===== config.mk =====
export PLATFORM = sky130hd
export DESIGN_NAME = quadra_pipe_flat
export DESIGN_NICKNAME = d
export VERILOG_FILES = /design/src/rtl/quadra_pipe_if.sv /design/src/rtl/quadra_pipe.sv /design/src/flat_wrapper.sv
export SDC_FILE = /design/constraint.sdc
export NUM_CORES = 2
export LEC_CHECK = 0
export ABC_AREA = 1
export ABC_CLOCK_PERIOD_IN_PS = 18530
export CORE_AREA = 2 2 393 298
export DETAILED_ROUTE_END_ITERATION = 10
export DIE_AREA = 0 0 395 300
export GPL_ROUTABILITY_DRIVEN = 0
export PLACE_DENSITY_LB_ADDON = 0.25
export SETUP_SLACK_MARGIN = 0.05
export SLEW_MARGIN = 20
export SYNTH_ARGS = -nofsm -noshare
export SYNTH_HDL_FRONTEND = slang
export SYNTH_SLANG_ARGS = --single-unit

===== constraint.sdc =====
create_clock -name clk -period 18.53 [get_ports clk]
set_clock_uncertainty 0.2 [all_clocks]
set_input_delay 4.6325 -clock clk [delete_from_list [all_inputs] [get_ports clk]]
set_output_delay 4.6325 -clock clk [all_outputs]
set_load 0.01 [all_outputs]

===== src/rtl/quadra_pipe_if.sv =====
// Bundle of data/handshake/config signals for quadra_pipe.
// Valid/ready: a beat moves on a rising clk edge where both valid and ready are high; the source holds data stable while valid is high and ready is low.
interface quadra_pipe_if #(
  parameter int XW = 16,
  parameter int CW = 16,
  parameter int OW = 32
) ();
  logic signed [XW-1:0] x;
  logic                 x_dv;
  logic                 x_rdy;
  logic signed [OW-1:0] y;
  logic                 y_dv;
  logic                 y_rdy;
  logic                 y_ovf;
  logic                 cfg_we;
  logic signed [CW-1:0] cfg_a;
  logic signed [CW-1:0] cfg_b;
  logic signed [CW-1:0] cfg_c;
  logic                 cfg_busy;

  modport master (
    output x, x_dv, y_rdy, cfg_we, cfg_a, cfg_b, cfg_c,
    input  x_rdy, y, y_dv, y_ovf, cfg_busy
  );

  modport slave (
    input  x, x_dv, y_rdy, cfg_we, cfg_a, cfg_b, cfg_c,
    output x_rdy, y, y_dv, y_ovf, cfg_busy
  );
endinterface


===== src/rtl/quadra_pipe.sv =====
// Pipelined y = A*x^2 + B*x + C with programmable coefficients and ready/valid on both sides.
// Define QUADRA_SAT_EN to saturate the result to OW bits and flag y_ovf; otherwise the result wraps.
module quadra_pipe #(
  parameter int XW = 16,
  parameter int CW = 16,
  parameter int OW = 32
) (
  input  logic       clk,
  input  logic       rst_b,
  quadra_pipe_if.slave bus,
  output logic [1:0] state_dbg
);

  localparam int YW  = 2*XW + CW + 2;
  localparam int XXW = 2*XW;
  localparam int BXW = CW + XW;
  localparam int AXW = CW + 2*XW;
  localparam int BCW = CW + XW + 1;

  localparam logic signed [CW-1:0] A_RST = CW'(1);

  typedef enum logic [1:0] {
    RUN    = 2'd0,
    DRAIN  = 2'd1,
    COMMIT = 2'd2
  } state_t;

  state_t state, state_nx;

  logic signed [CW-1:0] a_act, b_act, c_act;
  logic signed [CW-1:0] a_shd, b_shd, c_shd;

  logic s0_v, s1_v, y_dv_q;
  logic stall, advance, x_rdy, take, busy;

  logic signed [XXW-1:0] xx_q;
  logic signed [BXW-1:0] bx_q;
  logic signed [AXW-1:0] axx_q;
  logic signed [BCW-1:0] bxc_q;
  logic signed [OW-1:0]  y_q;
  logic                  ovf_q;

  logic signed [XXW-1:0] x_xx, xx_d;
  logic signed [BXW-1:0] x_bx, b_bx, bx_d;
  logic signed [AXW-1:0] a_ax, xx_ax, axx_d;
  logic signed [BCW-1:0] bxc_d;
  logic signed [YW-1:0]  sum_d;
  logic signed [OW-1:0]  y_d;
  logic                  ovf_d;

  // Operands are sign-extended to the product width so every multiply is exact.
  assign x_xx  = {{XW{bus.x[XW-1]}}, bus.x};
  assign xx_d  = x_xx * x_xx;
  assign x_bx  = {{CW{bus.x[XW-1]}}, bus.x};
  assign b_bx  = {{XW{b_act[CW-1]}}, b_act};
  assign bx_d  = b_bx * x_bx;

  assign a_ax  = {{(2*XW){a_act[CW-1]}}, a_act};
  assign xx_ax = {{CW{xx_q[XXW-1]}}, xx_q};
  assign axx_d = a_ax * xx_ax;
  assign bxc_d = {bx_q[BXW-1], bx_q} + {{(XW+1){c_act[CW-1]}}, c_act};

  assign sum_d = {{(YW-AXW){axx_q[AXW-1]}}, axx_q}
               + {{(YW-BCW){bxc_q[BCW-1]}}, bxc_q};

`ifdef QUADRA_SAT_EN
  logic hi_same;
  // The result fits OW bits exactly when all bits from OW-1 upward agree.
  assign hi_same = (&sum_d[YW-1:OW-1]) | ~(|sum_d[YW-1:OW-1]);
  assign y_d     = hi_same ? sum_d[OW-1:0]
                 : (sum_d[YW-1] ? {1'b1, {(OW-1){1'b0}}} : {1'b0, {(OW-1){1'b1}}});
  assign ovf_d   = ~hi_same;
`else
  logic unused_sum_hi;
  assign unused_sum_hi = ^sum_d[YW-1:OW];
  assign y_d           = sum_d[OW-1:0];
  assign ovf_d         = 1'b0;
`endif

  always_comb begin
    stall    = y_dv_q && !bus.y_rdy;
    advance  = !stall;
    x_rdy    = (state == RUN) && !stall;
    take     = bus.x_dv && x_rdy;
    busy     = (state != RUN);
    state_nx = state;
    case (state)
      RUN:     if (bus.cfg_we) state_nx = DRAIN;
      // Commit only once the last result has left, so no sample sees mixed coefficients.
      DRAIN:   if (!s0_v && !s1_v && !y_dv_q) state_nx = COMMIT;
      COMMIT:  state_nx = bus.cfg_we ? DRAIN : RUN;
      default: state_nx = RUN;
    endcase
  end

  always_ff @(posedge clk) begin
    if (!rst_b) state <= RUN;
    else        state <= state_nx;
  end

  always_ff @(posedge clk) begin
    if (!rst_b) begin
      a_act <= A_RST;
      b_act <= '0;
      c_act <= '0;
      a_shd <= A_RST;
      b_shd <= '0;
      c_shd <= '0;
    end else begin
      if (bus.cfg_we) begin
        a_shd <= bus.cfg_a;
        b_shd <= bus.cfg_b;
        c_shd <= bus.cfg_c;
      end
      if (state == COMMIT) begin
        a_act <= a_shd;
        b_act <= b_shd;
        c_act <= c_shd;
      end
    end
  end

  always_ff @(posedge clk) begin
    if (!rst_b) begin
      s0_v   <= 1'b0;
      s1_v   <= 1'b0;
      y_dv_q <= 1'b0;
      xx_q   <= '0;
      bx_q   <= '0;
      axx_q  <= '0;
      bxc_q  <= '0;
      y_q    <= '0;
      ovf_q  <= 1'b0;
    end else if (advance) begin
      s0_v   <= take;
      s1_v   <= s0_v;
      y_dv_q <= s1_v;
      if (take) begin
        xx_q <= xx_d;
        bx_q <= bx_d;
      end
      if (s0_v) begin
        axx_q <= axx_d;
        bxc_q <= bxc_d;
      end
      if (s1_v) begin
        y_q   <= y_d;
        ovf_q <= ovf_d;
      end
    end
  end

  assign bus.x_rdy    = x_rdy;
  assign bus.y        = y_q;
  assign bus.y_dv     = y_dv_q;
  assign bus.y_ovf    = ovf_q;
  assign bus.cfg_busy = busy;
  assign state_dbg    = state;

endmodule

===== src/flat_wrapper.sv =====
// flat-port wrapper written by rule: the top's interface ports become plain ports
module quadra_pipe_flat 
#(
  parameter int XW = 16,
  parameter int CW = 16,
  parameter int OW = 32
)
  (clk, rst_b, state_dbg, bus_x, bus_x_dv, bus_y_rdy, bus_cfg_we, bus_cfg_a, bus_cfg_b, bus_cfg_c, bus_x_rdy, bus_y, bus_y_dv, bus_y_ovf, bus_cfg_busy);
  quadra_pipe_if #(.XW(XW), .CW(CW), .OW(OW)) bus_i ();
  input  logic clk;
  input  logic rst_b;
  output logic [1:0] state_dbg;
  input wire logic [$bits(bus_i.x)-1:0] bus_x;
  input wire logic [$bits(bus_i.x_dv)-1:0] bus_x_dv;
  input wire logic [$bits(bus_i.y_rdy)-1:0] bus_y_rdy;
  input wire logic [$bits(bus_i.cfg_we)-1:0] bus_cfg_we;
  input wire logic [$bits(bus_i.cfg_a)-1:0] bus_cfg_a;
  input wire logic [$bits(bus_i.cfg_b)-1:0] bus_cfg_b;
  input wire logic [$bits(bus_i.cfg_c)-1:0] bus_cfg_c;
  output wire logic [$bits(bus_i.x_rdy)-1:0] bus_x_rdy;
  output wire logic [$bits(bus_i.y)-1:0] bus_y;
  output wire logic [$bits(bus_i.y_dv)-1:0] bus_y_dv;
  output wire logic [$bits(bus_i.y_ovf)-1:0] bus_y_ovf;
  output wire logic [$bits(bus_i.cfg_busy)-1:0] bus_cfg_busy;
  assign bus_i.x = bus_x;
  assign bus_i.x_dv = bus_x_dv;
  assign bus_i.y_rdy = bus_y_rdy;
  assign bus_i.cfg_we = bus_cfg_we;
  assign bus_i.cfg_a = bus_cfg_a;
  assign bus_i.cfg_b = bus_cfg_b;
  assign bus_i.cfg_c = bus_cfg_c;
  assign bus_x_rdy = bus_i.x_rdy;
  assign bus_y = bus_i.y;
  assign bus_y_dv = bus_i.y_dv;
  assign bus_y_ovf = bus_i.y_ovf;
  assign bus_cfg_busy = bus_i.cfg_busy;
  quadra_pipe #(.XW(XW), .CW(CW), .OW(OW)) u_core (.clk(clk), .rst_b(rst_b), .bus(bus_i), .state_dbg(state_dbg));
endmodule

; ---- After elaboration in Yosys (flattened, before gate mapping)
; Index checks and enable logic that the tools add are counted.
[totals]
ff_bits = 261
in_bits = 69
output_inout_bits = 38
wordCells = 45
[classes]
add_sub_neg = 2
mul = 3
n_eq_ne = 4
n_mux = 4
bitwise_logic = 1
reduce_logical = 16
[ops]
columns = op, count
row1 = $mul 16x16->32, 2
row2 = $add 32x16->32, 1
row3 = $add 32x32->32, 1
row4 = $mul 16x32->32, 1
row5 = $reduce_and 2->1, 4
row6 = $pmux 2 s3, 1
row7 = $logic_and 1x1->1, 5
row8 = $logic_not 1->1, 5
row9 = $mux 2, 2
row10 = $eq 2x1->1 const B, 1
row11 = $eq 2x2->1 const B, 1
row12 = $logic_not 2->1, 1
row13 = $ne 2x1->1 const B, 1
row14 = $ne 2x2->1 const B, 1
row15 = $reduce_bool 2->1, 1
row16 = $mux 1, 1
row17 = $not 1->1, 1

; ---- Longest topological paths before layout
[depth]
word_depth = 6
ltp_mapped = 28
depth_no_buf = 27

; ---- Least setup slack after synthesis
; No wires, ideal clock.
[synth_path]
path_kind = in2reg
from = in bus_x[1]
to = reg u_core.bx_q[31]
setup_time_ns = 0.109
arrival_ns = 9.947
setup_slack_ns = 8.275
cell_stages = 24
cell_sequence = clkbuf_1 > clkbuf_1 > nand2_1 > inv_1 > fa_1 > fa_1 > inv_1 > fa_1 > fa_1 > fa_1 > fa_1 > inv_1 > ha_1 > inv_1 > nor3_1 > inv_1 > nor2_1 > inv_1 > o221ai_1 > nor2_1 > nand2_1 > nand3_1 > nand2_1 > inv_1
[synth_between]
elab_chain_len = 1
[synth_lines]
columns = item, line_no
row1 = "start, declared", flat_wrapper.sv:13  ; input wire logic [$bits(bus_i.x)-1:0] bus_x;
row2 = $mul 16x16->32, quadra_pipe.sv:56  ; assign bx_d = b_bx * x_bx;
row3 = "end signal, assigned", quadra_pipe.sv:129  ; bx_q <= '0;
row4 = "end signal, assigned", quadra_pipe.sv:140  ; bx_q <= bx_d;
row5 = "end, declared", quadra_pipe.sv:37  ; logic signed [BXW-1:0] bx_q;
; Every way passes these cells.
; A chain may end at the register's enable or synchronous reset.

; ---- Worst setup path in the final report
[layout_path]
from = in bus_y_rdy
to = out bus_x_rdy
[layout_between]
elab_chain_len = 4
[layout_lines]
columns = item, line_no
row1 = "start, declared", flat_wrapper.sv:15  ; input wire logic [$bits(bus_i.y_rdy)-1:0] bus_y_rdy;
row2 = $logic_not 1->1, quadra_pipe.sv:81  ; stall = y_dv_q && !bus.y_rdy;
row3 = $logic_and 1x1->1, quadra_pipe.sv:81
row4 = $logic_not 1->1, --
row5 = $logic_and 1x1->1, quadra_pipe.sv:83  ; x_rdy = (state == RUN) && !stall;
row6 = "end, declared", flat_wrapper.sv:20  ; output wire logic [$bits(bus_i.x_rdy)-1:0] bus_x_rdy;
; Every way passes these cells.

==> impl_results.md <==
* Status: finished, final reports clean
* Leak Pwr at 0.0275 uW
* Maximum VDD drop at 274 uV
* N_diodes at 0
* Routed vias/inst at 4.91
* Setup crit start kind: input pin
* Hold path depth at 2
* Worst hold-check path type: reg2reg
* Worst-Skew Late Latency at 0.62 ns
* Rel. slew slack at 26.5%
* Distinct cells, synth at 57
* Synth warn at 0
* Hold path endpoint: u_core.s0_v$_SDFFE_PN0N_
* Post-CTS Resized at 0
* Flop-to-flop setup slack at 11.77 ns
* Synthesized area per cell at 7.45 um2
* Slowest cell on crit path: clkdlybuf4s50_1
* Antenna violations before repair at 0
* Max Slew Vio Count at 0
* Asr flop ratio synth at 0%
* I/O Buffers at 105
* Residual DRC at 0
* Drt pass-1 iters at 6
* EDFF count, synth at 0
* Synth cell count leaders: 1,657 x inv_1, 1,205 x nand2_1, 794 x fa_1
* Post-CTS setup buffers at 0
* Final antenna-violating net count at 0
* Number of hold buffers added after cts at 0
* HP Start: u_core.s0_v$_SDFFE_PN0N_
* Buffers & Inverters on Critical Path at 2
* Top cell type's share of synthesized area at 34.9%
* CTS tree: done
* Storage cell area at 5210 um2
* Worst Tran Pin Value at 1.10 ns
* Reg-to-reg endpoint: u_core.axx_q[17]$_SDFFE_PN0P_
* Area leader, netlist: fa_1
* Initial Util at 39.7%
* Setup Viol. Count Final at 0
* Core Util, Final at 42.6%
* Synth-to-layout area growth at 7.37%
* Site Rows at 108
* Die height at 300 um
* Hpwl dp at 102,000 um
* Top cells by area, synth: fa_1 35%, inv_1 14%, dfxtp_1 11%
* Sequential area share after synthesis at 11.4%
* Worst setup margin at 7.69 ns
* Final nets at 7,247
* Vias at 37,400
* CP top delay family: buffers and inverters
* Die footprint at 119,000 um2
* CP Data Arrival Time at 6.01 ns
* Multi-input logic area at 33,100 um2
* Number of H-tree levels at 1
* Synthesized cell area at 45,600 um2
* First-pass GRT wire length at 211,000 um
* Crit path top cell by count: clkdlybuf4s50_1
* Worst-case reg-to-reg path depth at 23
* Clock sink count at 260
* DIE WIDTH at 395 um
* Reg-to-Reg Start: u_core.xx_q[7]$_SDFFE_PN0P_
* Largest net degree at the start of global routing at 112
* Final hold vios at 0
* Fill cells at 11,800
* Clk slew on worst S/H paths at 0.06 ns
* Worst EP required at 13.70 ns
* Worst Setup End Kind: output pin
* Inserted Clock Buffers at 29
* Max-Cap Viols at 0
* Pre-CTS WS at 7.15 ns
* GRT Overall Usage at 22.4%
* CP Max Fanout at 6
* Most common cell in the netlist: inv_1
* Critical path class: in2out
* Synthesized flop and latch total at 260
* F_max at 92.2 MHz
* Critical-path cell list: clkdlybuf4s50_1 > nor2_2 > nor2_1 > clkdlybuf4s50_1
* Vias in the first global route at 37,900
* Avg WL per Cell at 17.0 um
* Global route overflow at 0
* Slowest cell delay on critical path at 0.50 ns
* Ys flop type: dfxtp_1
* Root Buffer: clkbuf_16
* Core area at 115,000 um2
* Share of cells above drive strength 1 at 3.37%
* Synthesized instance count at 6,119
* Initial detailed-routing violation count at 2,803
* Drt total wl at 129,000 um
* Fin crit share at 58.5%
* Post-layout minimum cycle time at 10.84 ns
* Total negative setup slack at 0 ns
* PD cells at 124 nW/um2
* I/O pin total at 107
* Max Root-Sink Buffers at 3
* RSZ-0062 raised after global routing: false
## power by group
| part | switching, uW | internal, uW |
|---|---|---|
| Combinational | 3020 | 1660 |
| Clock | 281 | 347 |
| Sequential | 148 | 625 |
| Total | 3450 | 2630 |
## cells by family (layout without fill, tap and decap cells)
group,count (synthesis),count (layout),synth area share [%]
and+or+nand+nor,2018,2018,17.8
buffers and inverters,1931,1883,16.0
adders and majority gates,1124,1124,43.9
AOI/OAI and AO/OA,681,681,8.81
DFF,260,260,11.4
xor gates and xnor gates,103,103,1.98
other,2,8,0.0165
## stage by stage
stage / total power (uW) / instances / hold WS (ns) / instance area (um2)
global route: 6850 / 7617 / 0.300 / 48900
detailed placement: 5410 / 7563 / 0.263 / 47900
CTS: 6080 / 7617 / 0.272 / 48900
finish: 6080 / 7617 / 0.267 / 48900
global placement: 5400 / 7563 / 0.241 / 47900
floorplan: 4150 / 6125 / 0.229 / 45600
## worst max path at each step
stage | endpoint | depth (start not counted) | slack (ns) | start
2_1_floorplan | u_core.bx_q[31]$_SDFFE_PN0P_ | 24 | 8.27 | bus_x[1]
3_3_place_gp | u_core.xx_q[31]$_SDFFE_PN0P_ | 22 | 7.20 | bus_x[15]
3_5_place_dp | u_core.xx_q[31]$_SDFFE_PN0P_ | 22 | 7.15 | bus_x[15]
4_1_cts | bus_x_rdy | 4 | 7.68 | bus_y_rdy
5_1_grt | u_core.xx_q[25]$_SDFFE_PN0P_ | 27 | 7.27 | bus_x[15]
6_report | bus_x_rdy | 4 | 7.69 | bus_y_rdy
## placed cells by master, fill, tap and decap left out, types with 19 or more instances in the layout
| master | n |
|---|---|
| a21o_1 | 28 |
| a21oi_1 | 202 |
| buf_4 | 44 |
| clkbuf_16 | 29 |
| clkdlybuf4s50_1 | 102 |
| dfxtp_1 | 258 |
| fa_1 | 794 |
| ha_1 | 330 |
| inv_1 | 1656 |
| inv_2 | 23 |
| nand2_1 | 1205 |
| nand3_1 | 138 |
| nand4_1 | 45 |
| nor2_1 | 547 |
| o211ai_1 | 35 |
| o21a_1 | 19 |
| o21ai_0 | 250 |
| o21ai_1 | 29 |
| o21bai_1 | 37 |
| xnor2_1 | 38 |
| xor2_1 | 65 |
## flip-flops by register name, summed over array words and instances, names as in the netlist
signal / cells
u_core.bxc_q: 32
u_core.s1_v: 1
u_core.axx_q: 32
u_core.c_shd: 16
u_core.a_act: 16
u_core.bus.y_dv: 1
u_core.c_act: 16
u_core.bus.y: 32
u_core.s0_v: 1
u_core.xx_q: 31
u_core.bx_q: 32
u_core.b_shd: 16
u_core.b_act: 16
u_core.state_dbg: 2
u_core.a_shd: 16
## area by class of cell
class / count / share of cell area [%]
multi-input combinational: 3934 / 67.7
timing repair buffer: 149 / 2.81
sequential: 260 / 10.6
clock buffer: 34 / 1.58
tap: 1540 / 3.94
inverter: 1680 / 12.9
clock inverter: 20 / 0.463
## layer usage
| metal | global-route usage [%] | routed length (um) |
|---|---|---|
| met5 | 0 | 0 |
| met4 | 3.06 | 1830 |
| met3 | 3.93 | 10700 |
| met2 | 33.3 | 53600 |
| met1 | 34.6 | 63300 |
## worst register-to-register path, stage by stage (launching register included)
cell and delay, ns:
dfxtp_1 1.00, nand2_1 0.21, fa_1 0.58, inv_1 0.06, fa_1 0.49, inv_1 0.05, fa_1 0.54, inv_1 0.06
fa_1 0.50, fa_1 0.51, inv_1 0.07, fa_1 0.49, inv_1 0.06, ha_1 0.34, nand2_1 0.15, inv_1 0.05
a21oi_1 0.26, nand3_1 0.22, nand2_1 0.11, nand2_1 0.07, xnor2_1 0.37, nand2_1 0.10, o211ai_1 0.12, inv_1 0.05
(Power assumes the default switching activity.)
